==> src/rtl/fifo_wr_arbiter_if.sv <==
// Write-side bus shared by the arbiter, its producers and the FIFO write port.
// The master modport is the arbiter; the slave modport is the producers plus FIFO.
interface fifo_wr_arbiter_if #(
   parameter int DATA_WIDTH = 8,
   parameter int NUM_REQ    = 4
);
   logic [NUM_REQ-1:0]            req_valid;
   logic [NUM_REQ*DATA_WIDTH-1:0] req_data;
   logic [NUM_REQ-1:0]            req_ready;
   logic                          full;
   logic                          w_en;
   logic [DATA_WIDTH-1:0]         data_in;

   modport master (
      input  req_valid,
      input  req_data,
      input  full,
      output req_ready,
      output w_en,
      output data_in
   );

   modport slave (
      output req_valid,
      output req_data,
      output full,
      input  req_ready,
      input  w_en,
      input  data_in
   );
endinterface

==> src/rtl/fifo_wr_arbiter.sv <==
// Round-robin arbiter sharing one FIFO write port among NUM_REQ producers.
// Each grant costs one IDLE cycle and serves at most MAX_BURST words.
module fifo_wr_arbiter #(
   parameter int DATA_WIDTH = 8,
   parameter int NUM_REQ    = 4,
   parameter int MAX_BURST  = 4,
   parameter int CNT_WIDTH  = 16
) (
   input  logic                  wclk,
   input  logic                  wrst_n,
   fifo_wr_arbiter_if.master     bus,
   output logic [2:0]            grant_id,
   output logic                  busy,
   output logic [CNT_WIDTH-1:0]  xfer_count
);

   typedef enum logic {
      IDLE  = 1'b0,
      BURST = 1'b1
   } state_t;

   state_t                r_state;
   state_t                w_nextState;
   logic [2:0]            r_rrPtr;
   logic [2:0]            w_nextRrPtr;
   logic [2:0]            r_grantId;
   logic [2:0]            w_nextGrantId;
   logic [3:0]            r_burstCnt;
   logic [3:0]            w_nextBurstCnt;
   logic [CNT_WIDTH-1:0]  r_xferCount;
   logic [CNT_WIDTH-1:0]  w_nextXferCount;

   logic [7:0]            w_validPad;
   logic [7:0]            w_readyPad;
   logic [DATA_WIDTH-1:0] w_dataArr [8];
   logic [2:0]            w_pick;
   logic                  w_pickFound;
   logic                  w_inBurst;
   logic                  w_xfer;
   logic                  w_lastWord;

   // Requester vectors widened to 8 lanes so a 3-bit grant index is always in range
   always_comb begin
      w_validPad = '0;
      for (int i = 0; i < 8; i++) begin
         w_dataArr[i] = '0;
      end
      for (int i = 0; i < NUM_REQ; i++) begin
         w_validPad[i] = bus.req_valid[i];
         w_dataArr[i]  = bus.req_data[i*DATA_WIDTH +: DATA_WIDTH];
      end
   end

   // First valid requester at or after rr_ptr, wrapping modulo NUM_REQ
   always_comb begin
      w_pick      = '0;
      w_pickFound = 1'b0;
      for (int k = 0; k < NUM_REQ; k++) begin
         int idx;
         idx = int'(r_rrPtr) + k;
         if (idx >= NUM_REQ) begin
            idx = idx - NUM_REQ;
         end
         if (!w_pickFound && w_validPad[idx[2:0]]) begin
            w_pick      = idx[2:0];
            w_pickFound = 1'b1;
         end
      end
   end

   assign w_inBurst  = wrst_n && (r_state == BURST);
   assign w_xfer     = w_inBurst && w_validPad[r_grantId] && !bus.full;
   assign w_lastWord = (r_burstCnt == 4'(MAX_BURST - 1));

   always_comb begin
      w_readyPad = '0;
      if (w_xfer) begin
         w_readyPad[r_grantId] = 1'b1;
      end
   end

   assign bus.req_ready = w_readyPad[NUM_REQ-1:0];
   assign bus.w_en      = w_xfer;
   assign bus.data_in   = w_inBurst ? w_dataArr[r_grantId] : '0;
   assign busy          = w_inBurst;
   assign grant_id      = r_grantId;
   assign xfer_count    = r_xferCount;

   // Next-state logic; leaving BURST always advances the pointer past the grantee
   always_comb begin
      w_nextState     = r_state;
      w_nextRrPtr     = r_rrPtr;
      w_nextGrantId   = r_grantId;
      w_nextBurstCnt  = r_burstCnt;
      w_nextXferCount = r_xferCount;
      case (r_state)
         IDLE: begin
            if (w_pickFound) begin
               w_nextState    = BURST;
               w_nextGrantId  = w_pick;
               w_nextBurstCnt = '0;
            end
         end
         BURST: begin
            if (w_xfer) begin
               w_nextBurstCnt  = r_burstCnt + 4'd1;
               w_nextXferCount = r_xferCount + CNT_WIDTH'(1);
            end
            if ((w_xfer && w_lastWord) || !w_validPad[r_grantId]) begin
               w_nextState = IDLE;
               w_nextRrPtr = (r_grantId == 3'(NUM_REQ - 1)) ? 3'd0 : r_grantId + 3'd1;
            end
         end
         default: begin
            w_nextState = IDLE;
         end
      endcase
   end

   always_ff @(posedge wclk) begin
      if (!wrst_n) begin
         r_state     <= IDLE;
         r_rrPtr     <= '0;
         r_grantId   <= '0;
         r_burstCnt  <= '0;
         r_xferCount <= '0;
      end else begin
         r_state     <= w_nextState;
         r_rrPtr     <= w_nextRrPtr;
         r_grantId   <= w_nextGrantId;
         r_burstCnt  <= w_nextBurstCnt;
         r_xferCount <= w_nextXferCount;
      end
   end

   // Handshake invariants the FIFO relies on
   assert property (@(posedge wclk) $onehot0(bus.req_ready));
   assert property (@(posedge wclk) bus.w_en |-> !bus.full);
   assert property (@(posedge wclk) bus.w_en == |(bus.req_valid & bus.req_ready));
   assert property (@(posedge wclk) !wrst_n |-> !bus.w_en);

endmodule

==> src/flat_wrapper.sv <==
// flat-port wrapper written by rule: the top's interface ports become plain ports
module fifo_wr_arbiter_flat 
#(
   parameter int DATA_WIDTH = 8,
   parameter int NUM_REQ    = 4,
   parameter int MAX_BURST  = 4,
   parameter int CNT_WIDTH  = 16
)
  (wclk, wrst_n, grant_id, busy, xfer_count, bus_req_valid, bus_req_data, bus_full, bus_req_ready, bus_w_en, bus_data_in);
  fifo_wr_arbiter_if #(.DATA_WIDTH(DATA_WIDTH), .NUM_REQ(NUM_REQ)) bus_i ();
  input  logic wclk;
  input  logic wrst_n;
  output logic [2:0] grant_id;
  output logic busy;
  output logic [CNT_WIDTH-1:0] xfer_count;
  input wire logic [$bits(bus_i.req_valid)-1:0] bus_req_valid;
  input wire logic [$bits(bus_i.req_data)-1:0] bus_req_data;
  input wire logic [$bits(bus_i.full)-1:0] bus_full;
  output wire logic [$bits(bus_i.req_ready)-1:0] bus_req_ready;
  output wire logic [$bits(bus_i.w_en)-1:0] bus_w_en;
  output wire logic [$bits(bus_i.data_in)-1:0] bus_data_in;
  assign bus_i.req_valid = bus_req_valid;
  assign bus_i.req_data = bus_req_data;
  assign bus_i.full = bus_full;
  assign bus_req_ready = bus_i.req_ready;
  assign bus_w_en = bus_i.w_en;
  assign bus_data_in = bus_i.data_in;
  fifo_wr_arbiter #(.DATA_WIDTH(DATA_WIDTH), .NUM_REQ(NUM_REQ), .MAX_BURST(MAX_BURST), .CNT_WIDTH(CNT_WIDTH)) u_core (.wclk(wclk), .wrst_n(wrst_n), .bus(bus_i), .grant_id(grant_id), .busy(busy), .xfer_count(xfer_count));
endmodule
==> config.mk <==
export PLATFORM = sky130hd
export DESIGN_NAME = fifo_wr_arbiter_flat
export DESIGN_NICKNAME = d
export VERILOG_FILES = /design/src/rtl/fifo_wr_arbiter_if.sv /design/src/rtl/fifo_wr_arbiter.sv /design/src/flat_wrapper.sv
export SDC_FILE = /design/constraint.sdc
export NUM_CORES = 1
export LEC_CHECK = 0
export ABC_AREA = 1
export BUFFER_PORTS_ARGS = -buffer_cell sky130_fd_sc_hd__buf_2
export CELL_PAD_IN_SITES_DETAIL_PLACEMENT = 0
export CELL_PAD_IN_SITES_GLOBAL_PLACEMENT = 2
export CORE_ASPECT_RATIO = 1.75
export CORE_MARGIN = 10
export CORE_UTILIZATION = 25
export CTS_CLUSTER_DIAMETER = 200
export DETAILED_ROUTE_END_ITERATION = 8
export PLACE_DENSITY_LB_ADDON = 0.1
export SYNTH_ARGS = -nofsm -noshare
export SYNTH_HDL_FRONTEND = slang
export SYNTH_SLANG_ARGS = --single-unit
==> constraint.sdc <==
create_clock -name wclk -period 2.6 [get_ports wclk]
set_input_delay 0.78 -clock wclk [delete_from_list [all_inputs] [get_ports wclk]]
set_output_delay 0.78 -clock wclk [all_outputs]
set_load 0.01 [all_outputs]
### After elaboration in Yosys (flattened, before gate mapping)

Index checks and enable logic that the tools add are counted.

* bits in registers: 27
* bits of input ports: 39

* add/subtract/negate cells: 10
* $lt $le $gt $ge: 11
* equal/unequal tests: 4
* mux-type cells: 36
* bitwise gates (word level): 2
* reductions and logical operators: 18

Operators by type and width (count)
* $mux 3: 9
* $bmux 8 s3: 1
* $mux 8: 3
* $lt 3x4->1 const B: 5
* $add 16x1->16 const B: 1
* $bmux 1 s3: 5
* $ge 4x3->1 const B: 3
* $mux 1: 12
* $mux 4: 3
* $sub 3x3->3 const B: 4
* $add 3x2->4 const B: 2
* $logic_and 1x1->1: 8
* $pmux 4 s2: 1
* $reduce_and 2->1: 4
* $logic_not 1->1: 5
* $add 3x1->4 const B: 1
* $add 4x1->4 const B: 1
* $eq 4x2->1 const B: 1
* $ge 4x4->1 const B: 1
* $not 3->4: 1
* $add 3x1->3 const B: 1
* $demux 1 s3: 1
* $eq 3x2->1 const B: 1
* $ge 3x1->1 const B: 1
* other kinds (6): 6

### Depth between registers and ports, before layout

Gate-level depths: netlist of the first run.

* word-level depth: 16
* mapped depth: 11
* gate-level depth less buffers: 10

### Worst setup path before layout of the first run

No wires, ideal clock.

* path type: input -> output
* start: in bus_req_valid[2]
* end: out bus_req_ready[0]
* arrival time: 1790 ps
* path slack: 30 ps
* cell stages on the path: 7
* path through: inv_1 -> o21ai_1 -> nand2_1 -> a21oi_2 -> nand2_2 -> buf_2 -> nor4_1

* cells in the longest elaborated chain, start to end: 5

RTL lines
* from (decl): line flat_wrapper.sv:16 `input wire logic [$bits(bus_i.req_valid)-1:0] bus_req_valid;`
* $bmux 1 s3: line fifo_wr_arbiter.sv:72 `assign w_xfer = w_inBurst && w_validPad[r_grantId] && !bus.full;`
* $mux 1 (implied by the code): line fifo_wr_arbiter.sv:72
* $logic_and 1x1->1 (2 in a row): line fifo_wr_arbiter.sv:72
* $mux 4: line fifo_wr_arbiter.sv:77 `if (w_xfer) begin`
* to (decl): line flat_wrapper.sv:19 `output wire logic [$bits(bus_i.req_ready)-1:0] bus_req_ready;`

Every way passes these cells. The select of a mux whose other input is x is not followed.

### Worst setup path in the final report of the first run

* start: in bus_req_valid[2]
* end: out bus_req_ready[3]

Same word-level chain as after synthesis.

==> results of run 1 <==
==> worst max-delay path: stages <==
cell,delay [ns]
buf_2,0.09
inv_1,0.04
o21ai_1,0.11
nand2_1,0.08
a21oi_2,0.17
nand2_2,0.11
buf_12,0.15
nor2_1,0.07
buf_2,0.14
==> synthesized netlist by cell type (4+ instances only) <==
master / count
nor2_1: 36
nand4_1: 5
ha_1: 5
buf_6: 4
nand2_1: 75
nand3_1: 28
a21oi_1: 21
o21ai_0: 12
inv_1: 36
a221oi_1: 6
xnor2_1: 5
nor3_1: 5
xor2_1: 5
dfxtp_1: 27
==> through the flow <==
stage	cell area, um2	power (mW)	hold slack (ns)
4_1_cts	2484	1.670	0.5002
5_1_grt	2517	1.809	0.5288
3_5_place_dp	2400	1.294	0.4890
2_1_floorplan	1917	1.044	0.4722
6_report	2517	1.658	0.4943
3_3_place_gp	2400	1.304	0.4757
==> worst min-delay path by stage <==
stage,to,from
2_1_floorplan,u_core.r_burstCnt[1],u_core.r_burstCnt[1]
3_3_place_gp,u_core.xfer_count[15],u_core.xfer_count[15]
3_5_place_dp,u_core.xfer_count[15],u_core.xfer_count[15]
4_1_cts,u_core.xfer_count[15],u_core.xfer_count[15]
5_1_grt,u_core.xfer_count[15],u_core.xfer_count[15]
6_report,u_core.xfer_count[15],u_core.xfer_count[15]
==> metal layers <==
layer  share of wire [%]  GRT usage, %  vias up
li1                    -             -     1140
met1                  35         11.01      947
met3                 5.4         2.576       13
met2                  57         23.73       45
met4                 3.2         5.606        0
met5                   0             0        -
==> cell type report <==
| cell class | instances | area (um2) |
|---|---|---|
| fillers | 863 | 4997 |
| multi-input cells | 228 | 1194 |
| flip-flops and latches | 27 | 543.0 |
| repair buffers | 80 | 441.7 |
| inverters | 38 | 146.4 |
| well taps | 88 | 110.1 |
| clock buffers | 3 | 75.07 |
| clock inverters | 1 | 7.507 |
==> report_power, final <==
| group | internal (mW) | switching [mW] | total [mW] |
|---|---|---|---|
| clock | 0.210 | 0.157 | 0.367 |
| sequential | 0.453 | 0.0731 | 0.526 |
| combinational | 0.287 | 0.478 | 0.765 |
| total | 0.950 | 0.708 | 1.66 |
==> flip-flops by register name, indices dropped and copies added, names as in the netlist <==
| name | cells |
|---|---|
| u_core.r_rrPtr | 3 |
| u_core.xfer_count | 16 |
| u_core.grant_id | 3 |
| u_core.r_state | 1 |
| u_core.r_burstCnt | 4 |
==> cells by family (layout without fill, tap and decap cells) <==
kind of cell / after synthesis / after routing / share of synthesized area (%)
buf+inv: 46 / 122 / 10.90
xor+xnor: 10 / 10 / 4.569
flops: 27 / 27 / 28.20
compound gates: 50 / 50 / 15.67
fa+ha+maj: 5 / 5 / 3.264
simple gates: 163 / 163 / 37.40
==> what timing repair did <==
item	4_1_cts	5_1_grt
setup buffers	0	0
setup endpoints to repair	6	10
resized for setup	1	9
pin swaps	0	2
==> flow_summary.yaml, run 1 <==
global_route:
  grt_remaining_overflow: 0
  grt_pass1_wl_um: 11330
  grt_pass1_vias: 2232
  grt.total_usage_pct: 12.00
  grt_max_degree: 21
  antenna_found_initial: 0
sta:
  setup_viol: 0
  finalWorstPathRequiredPeriod_ns: 2.498
  rsz0062_at_grt: "no"
  finalSetupTns_ns: 0
  final-hold-violation-count: 0
  slew_headroom_pct: 66.45
  slew_violations: 0
  finalCritPeriodShare_pct: 96.07
  worst_slack_ns: 0.1023
  fin_skew_ns: 0.004974
  tightest_slew_ns: 0.5026
  fmax_mhz: 400.4
synth:
  synth_cells: 301
  synth-main-ff-cell: "dfxtp_1"
  ys_seq_area_share_pct: 28.20
  syn_area_per_cell_um2: 6.368
  synth.top_cell.area_share_pct: 28.20
  ys_warn_count: 0
  ys_ff_latch: 27
  ys_async_sr_fraction_pct: 0
  yosysTopAreaCell: "dfxtp_1"
  syn_nets: 345
  synth-edff-count: 0
  synth_cell_types: 33
  netlist_area_um2: 1917
  synthTopCellsByArea: "dfxtp_1, nand2_1, nand3_1, inv_1, nor2_1"
route:
  avgRoutedWirePerCell_um: 15.45
  drtIter0Drc: 61
  routed_wl_um: 7183
  via_per_inst: 4.613
  via_count: 2145
  drc: 0
  drt_first_pass_iters: 4
  drt.antenna.violating_nets: 0
clock_network:
  clkLatencyLatePin_ns: 0.27
  numCtsBuffers: 3
  clockBufferDepth: 2
  cts_root_buffer: "clkbuf_16"
  cts_sinks: 27
  ctsHtreeMaxLevel: 1
  cts_tree: "yes"
  ctsHoldBuffers: 0
  path_clk_slew_ns: 0.07
pwr:
  ir_drop_mv: 0.3061
  power_density_nw_per_um2: 658.4
  p_leak_nw: 1.173
worst_setup_path:
  reg2reg_slack_ns: 0.51
  start_kind: "primary input"
  reg2reg_from: "u_core.r_rrPtr[0]"
  crit_fanout: 5
  timing.critical_path.from: "bus_req_valid[2]"
  r2r_end: "u_core.r_burstCnt[2]"
  reg2reg_depth: 10
  critPathKind: "in2out"
  crit_path_end: "bus_req_ready[3]"
  cp-end-kind: "output pin"
  critPathArrivalTime_ns: 1.72
  required_ns: 1.82
die:
  io_pins: 72
  core.rowCount: 42
  initial_core_util_pct: 25.51
  fp.dieW_um: 86.19
  coreArea_um2: 7515
  die_height_um: 135.8
  die_area_um2: 11710
final_layout:
  diodes: 0
  final_layout_size_suffix_gt1_share_pct: 28.38
  mostFrequentLayoutCell: "nand2_1"
  layout.cells.most_common_list: "nand2_1, buf_2, inv_1, nor2_1, nand3_1"
  fin_cells: 465
  nNetsFinal: 422
  fin_util_pct: 33.50
  syn_to_final_growth_pct: 31.33
run_status:
  status: "finished, final reports clean"
run:
  cap_violations: 0
placement:
  io_buffers: 71
  dp_hpwl_um: 5812
  gp_congestion: 0.8054
  pre_cts_ws_ns: 0.04360
  dp.cells: 461
min_path:
  min_path_cells: 2
  holdCritPathClass: "reg2reg"
Power figures use the tool's default switching activity.
==> inputs of run 2 (changes only) <==
- CORE_UTILIZATION: 25 -> 27
- clock period: 2.6 -> 2.9 ns (I/O delays scaled with it)
==> flow_summary.yaml, run 2 (same netlist as run 1, synthesis figures left out) <==
run_status:
  status: "finished, final reports clean"
pwr:
  ir_drop_mv: 0.2792
  total_power_mw: 1.464
  power_density_nw_per_um2: 595.5
  p_leak_nw: 1.156
worst_setup_path:
  r2r_end: "u_core.r_burstCnt[2]"
  start_kind: "primary input"
  reg2reg_from: "u_core.r_rrPtr[0]"
  required_ns: 2.03
  crit_fanout: 6
  critPathArrivalTime_ns: 1.85
  reg2reg_depth: 10
  cp-end-kind: "output pin"
  critPathKind: "in2out"
  reg2reg_slack_ns: 0.81
  timing.critical_path.from: "bus_req_valid[2]"
global_route:
  grt_pass1_wl_um: 11760
  antenna_found_initial: 0
  grt_max_degree: 19
  grt_pass1_vias: 2370
  grt.total_usage_pct: 12.78
  grt_remaining_overflow: 0
route:
  via_per_inst: 4.778
  avgRoutedWirePerCell_um: 15.18
  routed_wl_um: 6983
  drc: 0
  drtIter0Drc: 54
  via_count: 2198
  drt_first_pass_iters: 4
  drt.antenna.violating_nets: 0
die:
  die_area_um2: 11000
  io_pins: 72
  initial_core_util_pct: 27.75
  core.rowCount: 40
  die_height_um: 131.5
  fp.dieW_um: 83.70
  coreArea_um2: 6907
min_path:
  min_from: "u_core.xfer_count[15]"
  holdCritPathClass: "reg2reg"
  min_path_cells: 2
  min_to: "u_core.xfer_count[15]"
sta:
  rsz0062_at_grt: "no"
  whs_ns: 0.4966
  fin_skew_ns: 0.007110
  setup_viol: 0
  finalCritPeriodShare_pct: 93.93
  tightest_slew_ns: 0.5023
  worst_slack_ns: 0.1761
  slew_headroom_pct: 66.48
  finalSetupTns_ns: 0
  final-hold-violation-count: 0
  finalWorstPathRequiredPeriod_ns: 2.724
  slew_violations: 0
  fmax_mhz: 367.1
placement:
  io_buffers: 71
  gp_congestion: 0.8009
  dp_hpwl_um: 5652
  pre_cts_ws_ns: 0.1539
  dp.cells: 456
  placed_area_um2: 2375
final_layout:
  stdcell_area_um2: 2459
  final_layout_size_suffix_gt1_share_pct: 26.06
  diodes: 0
  fin_util_pct: 35.60
  fin_cells: 460
  layout.cells.most_common_list: "nand2_1, buf_2, inv_1, nor2_1, nand3_1"
  nNetsFinal: 421
  fill_cells: 822
  largest_register_ffs: 16
  syn_to_final_growth_pct: 28.26
  mostFrequentLayoutCell: "nand2_1"
run:
  cap_violations: 0
clock_network:
  cts_root_buffer: "clkbuf_16"
  cts_tree: "yes"
  cts_sinks: 27
  clockBufferDepth: 2
  numCtsBuffers: 3
  ctsHtreeMaxLevel: 1
  path_clk_slew_ns: 0.07
  clkLatencyLatePin_ns: 0.27
## run 2: critical path: stages
cell and delay (ns):
buf_2 0.09, inv_1 0.04, o21ai_1 0.11, nand2_1 0.08, a21oi_2 0.19, nand2_2 0.13
nor4_1 0.17, buf_2 0.18
## run 2: timing repair
action,4_1_cts,5_1_grt
resized for setup,0,1
setup buffers,0,0
hold buffers,0,0
endpoints found under the setup margin,0,6
## run 2: layer usage
metal / GRT usage (%) / up-vias / share of wire [%]
met1: 12.29 / 1012 / 38
met2: 25.36 / 40 / 57
met3: 2.475 / 6 / 4.1
li1: - / 1140 / -
met5: 0 / - / 0
met4: 4.579 / 0 / 1.4
## run 2: where the power goes
part / switching [mW] / total, mW / internal (mW)
registers: 0.0652 / 0.470 / 0.405
clock network: 0.146 / 0.335 / 0.188
logic: 0.408 / 0.659 / 0.251
total: 0.620 / 1.46 / 0.844
## run 2: how the worst max path moves through the flow
stage,endpoint,depth (start not counted)
2_1_floorplan,bus_req_ready[0],7
3_3_place_gp,bus_req_ready[0],8
3_5_place_dp,bus_req_ready[0],8
4_1_cts,bus_data_in[1],6
5_1_grt,bus_data_in[0],6
6_report,bus_req_ready[0],8
## run 2: cell type report
class / count / area [um2] / area share (%)
Multi-Input combinational cell: 228 / 1167 / 47.48
Tap cell: 84 / 105.1 / 4.275
Inverter: 38 / 146.4 / 5.954
Timing Repair Buffer: 79 / 415.4 / 16.90
Clock inverter: 1 / 7.507 / 0.3053
Sequential cell: 27 / 541.8 / 22.04
Clock buffer: 3 / 75.07 / 3.053
